[src/rtl/cardinal_nic.sv]
// Mesh NIC: single-packet eject buffer and inject buffer, each with a status flag,
// memory-mapped to the processor; injects only on the polarity matching the packet VC bit.
module cardinal_nic #(
    parameter int DATA_W = 64
) (
    input  logic              clk,
    input  logic              reset,
    input  logic [1:0]        addr,
    input  logic [DATA_W-1:0] d_in,
    output logic [DATA_W-1:0] d_out,
    input  logic              nicEn,
    input  logic              nicEnWr,
    input  logic              net_si,
    output logic              net_ri,
    input  logic [DATA_W-1:0] net_di,
    output logic              net_so,
    input  logic              net_ro,
    output logic [DATA_W-1:0] net_do,
    input  logic              net_polarity
);

    typedef enum logic {
        EMPTY = 1'b0,
        FULL  = 1'b1
    } chan_t;

    chan_t             r_in_st;
    chan_t             r_out_st;
    chan_t             w_in_st_nxt;
    chan_t             w_out_st_nxt;
    logic [DATA_W-1:0] r_ibuf;
    logic [DATA_W-1:0] r_obuf;
    logic [DATA_W-1:0] r_d_out;
    logic [DATA_W-1:0] r_net_do;
    logic              r_net_so;

    logic w_in_full;
    logic w_out_full;
    logic w_rd;
    logic w_wr;
    logic w_eject;
    logic w_rd_ibuf;
    logic w_wr_obuf;
    logic w_inject;

    assign w_in_full  = (r_in_st == FULL);
    assign w_out_full = (r_out_st == FULL);
    assign w_rd       = nicEn & ~nicEnWr;
    assign w_wr       = nicEn & nicEnWr;

    // All events are judged against pre-edge status, so a write colliding with an inject is dropped.
    assign w_eject   = net_si & ~w_in_full;
    assign w_rd_ibuf = w_rd & (addr == 2'b00) & w_in_full;
    assign w_wr_obuf = w_wr & (addr == 2'b10) & ~w_out_full;
    assign w_inject  = w_out_full & net_ro & (net_polarity == r_obuf[DATA_W-1]);

    always_comb begin
        w_in_st_nxt = r_in_st;
        case (r_in_st)
            EMPTY:   if (w_eject)   w_in_st_nxt = FULL;
            FULL:    if (w_rd_ibuf) w_in_st_nxt = EMPTY;
            default: w_in_st_nxt = EMPTY;
        endcase
    end

    always_comb begin
        w_out_st_nxt = r_out_st;
        case (r_out_st)
            EMPTY:   if (w_wr_obuf) w_out_st_nxt = FULL;
            FULL:    if (w_inject)  w_out_st_nxt = EMPTY;
            default: w_out_st_nxt = EMPTY;
        endcase
    end

    always_ff @(posedge clk or negedge reset) begin
        if (!reset) begin
            r_in_st  <= EMPTY;
            r_out_st <= EMPTY;
        end else begin
            r_in_st  <= w_in_st_nxt;
            r_out_st <= w_out_st_nxt;
        end
    end

    always_ff @(posedge clk or negedge reset) begin
        if (!reset) begin
            r_ibuf <= '0;
            r_obuf <= '0;
        end else begin
            if (w_eject)   r_ibuf <= net_di;
            if (w_wr_obuf) r_obuf <= d_in;
        end
    end

    always_ff @(posedge clk or negedge reset) begin
        if (!reset) begin
            r_d_out <= '0;
        end else if (w_rd) begin
            case (addr)
                2'b00:   r_d_out <= r_ibuf;
                2'b01:   r_d_out <= {{(DATA_W-1){1'b0}}, w_in_full};
                2'b11:   r_d_out <= {{(DATA_W-1){1'b0}}, w_out_full};
                default: r_d_out <= r_d_out;
            endcase
        end
    end

    // Inject pulse lasts one cycle; net_do keeps the last packet sent.
    always_ff @(posedge clk or negedge reset) begin
        if (!reset) begin
            r_net_so <= 1'b0;
            r_net_do <= '0;
        end else begin
            r_net_so <= w_inject;
            if (w_inject) r_net_do <= r_obuf;
        end
    end

    assign d_out  = r_d_out;
    assign net_so = r_net_so;
    assign net_do = r_net_do;
    assign net_ri = ~w_in_full;

endmodule

[config.mk]
export PLATFORM = sky130hd
export DESIGN_NAME = cardinal_nic
export DESIGN_NICKNAME = d
export VERILOG_FILES = /design/src/rtl/cardinal_nic.sv
export SDC_FILE = /design/constraint.sdc
export NUM_CORES = 1
export LEC_CHECK = 0
export CAP_MARGIN = 20
export CORE_MARGIN = 4
export CORE_UTILIZATION = 48
export DETAILED_ROUTE_END_ITERATION = 10
export HOLD_SLACK_MARGIN = 0.12
export PLACE_DENSITY = 0.89
export SYNTH_ARGS = -nofsm -noshare
export SYNTH_HDL_FRONTEND = slang
export SYNTH_SLANG_ARGS = --single-unit
[constraint.sdc]
create_clock -name clk -period 1.9 [get_ports clk]
set_clock_uncertainty 0.05 [all_clocks]
set_input_delay 0.19 -clock clk [delete_from_list [all_inputs] [get_ports clk]]
set_output_delay 0.19 -clock clk [all_outputs]
set_load 0.02 [all_outputs]
==> out/metrics.csv <==
metric;value;unit
status;finished, final reports clean;
clk_latency;0.52;ns
die_height;150;um
postRouteAntennaNets;0;
worstPathCellList;clkdlybuf4s50_1;
synth_xor_area_frac;0.000904;
r2r_cells;3;
stdcell_area;13700;um^2
cts_tree;done;
synth.avg_cell_area;17.1;um^2
reg2reg_to;r_obuf[54];
ys_seq_area_frac;0.669;
r2r-start;r_out_st;
hpwlAfterDp;15500;um
num-fill-cells;1305;
start_util;0.493;
synth_cells;565;
core-area;19700;um^2
post_drt_wl_per_cell;20.9;um
reg2reg_slack;0.26;ns
clkTransAtPathRegs;0.06;ns
hold_ws;0.229;ns
final_cells;1130;
hp-class;in2reg;
crit_fanout;2;
drive_gt1_frac;0.303;
grt_use_total;0.209;
final_common_cell;clkdlybuf4s50_1;
numCtsBuffers;26;
ys_types;23;
worst-path-stages;1;
rows;51;
critPathArrivalTime;1.53;ns
tightest_slew;0.806;ns
placed_cells;1081;
setup_viol;0;
path_class;reg2out;
endpoint_kind;primary output;
overflow;0;
start_kind;register;
fin_total_pwr;21.5;mW
viasPerCell;5.18;
drc;0;
ir_drop;0.000933;V
antennaDiodeCount;0;
synth.net_count;702;
clkSinkCount;259;
wl;23600;um
grt_max_degree;66;
cts_buffer_depth;3;
hold_depth;2;
crit_family;buffers and inverters;
dpl_worst_slack;-0.0556;ns
relSlewSlack;0.461;
grt_setup_unrepaired;no;
syn_area;9690;um^2
dr_total_vias;5850;
finalHoldViolations;0;
synth_fa_ha_area_frac;0;
fmax;564;MHz
path_buf_inv;1;
p_leak;6.13;nW
fin_crit;1.77;ns
synth-compound-area-share;0.0588;
fp.dieArea;22500;um^2
slew_violations;0;
critPathSlowestCell;clkdlybuf4s50_1;
tns;0;ns
area_growth;41.0;%
grt_pass1_vias;6615;
synthMuxAreaShare;0.244;
die_x;150;um
postCtsSetupRepairBufs;0;
fin_crit_sh;0.933;
first_pass_iters;4;
finalNetCount;985;
place_congestion;0.747;
synth_seq_cells;259;
critPathLaunch;d_out[38];
setup.worst_path.end;d_out[38];
antenna_found_initial;0;
power_density;1580;nW/um^2
post-route-util;0.695;
pin_count;267;
htreeDepth;1;
cts_root_buf;clkbuf_16;
drtIter0Drc;175;
yosysWarnings;0;
slowest_delay;0.63;ns
fin_ws;0.127;ns
synth_top_family_by_area;multiplexers;
placed_cell_area;12800;um^2
final_cell_mix;clkdlybuf4s50_1, dfrtp_1, mux2_2;
required;1.66;ns
port_buffers;266;
cap_viol_max_count;0;
synthSimpleGateAreaFrac;0.00659;
grt_pass1_wl;37200;um
-- repair_timing --
action                                  in CTS  in global routing
hold buffers                                 3                  0
endpoints found under the setup margin       1                  0
endpoints found under the hold margin      259                  0
resized for setup                            1                  0
-- power breakdown --
group	total (mW)	internal, mW	switching (mW)
sequential	9.30	7.88	1.42
combinational	7.27	4.29	2.98
clock	4.98	2.91	2.07
-- metal layers --
layer | track usage | vias up | wire [um]
met5 | 0 | - | 0
met2 | 0.332 | 235 | 11100
li1 | - | 2595 | -
met4 | 0.0380 | 0 | 343
met1 | 0.280 | 2991 | 9590
met3 | 0.0781 | 29 | 2490
-- area by class of cell --
| class | count | area [um^2] | area share |
|---|---|---|---|
| clock buffer | 34 | 752 | 0.0551 |
| clock inverter | 11 | 86.3 | 0.00632 |
| inverter | 2 | 7.51 | 0.000550 |
| multi-input combinational | 270 | 3030 | 0.222 |
| sequential | 259 | 6480 | 0.475 |
| tap | 265 | 332 | 0.0243 |
| timing repair buffer | 289 | 2970 | 0.217 |
-- synthesized netlist by cell type --
library cell	count	area, um^2
buf_1	1	3.75
clkbuf_1	14	52.6
buf_6	6	67.6
o21ai_0	1	5.00
nand2b_4	1	13.8
dfrtp_1	259	6480
a21oi_1	1	5.00
inv_1	2	7.51
nor3_2	1	10.0
xnor2_1	1	8.76
mux2_2	144	1620
nor2_1	1	3.75
a22o_1	63	552
nand3b_1	1	7.51
nand2b_1	1	6.26
and3_1	1	6.26
mux2i_1	1	10.0
mux2_4	49	736
nor2b_1	1	6.26
buf_2	13	65.1
nand2_1	1	3.75
o21bai_1	1	7.51
or3_1	1	6.26
-- worst min-delay path by stage --
stage                from          to  slack [ns]
2_1_floorplan       reset    d_out[0]       -0.16
3_3_place_gp        reset  net_do[38]        0.06
3_5_place_dp        reset  net_do[50]        0.07
4_1_cts        net_di[52]  r_ibuf[52]        0.20
5_1_grt        net_di[52]  r_ibuf[52]        0.21
6_report          d_in[7]   r_obuf[7]        0.23
-- sequential cells by signal, indices dropped and copies added (netlist names) --
register  count
r_out_st      1
d_out        64
net_do       64
r_ibuf       64
net_so        1
r_in_st       1
r_obuf       64
-- cells by family (layout without fill, tap and decap cells) --
logic type | Yosys count | after routing
compound gates | 66 | 66
mux | 194 | 194
flops | 259 | 259
simple gates | 9 | 9
buf+inv | 36 | 336
xor+xnor | 1 | 1
Power figures use the tool's default switching activity.
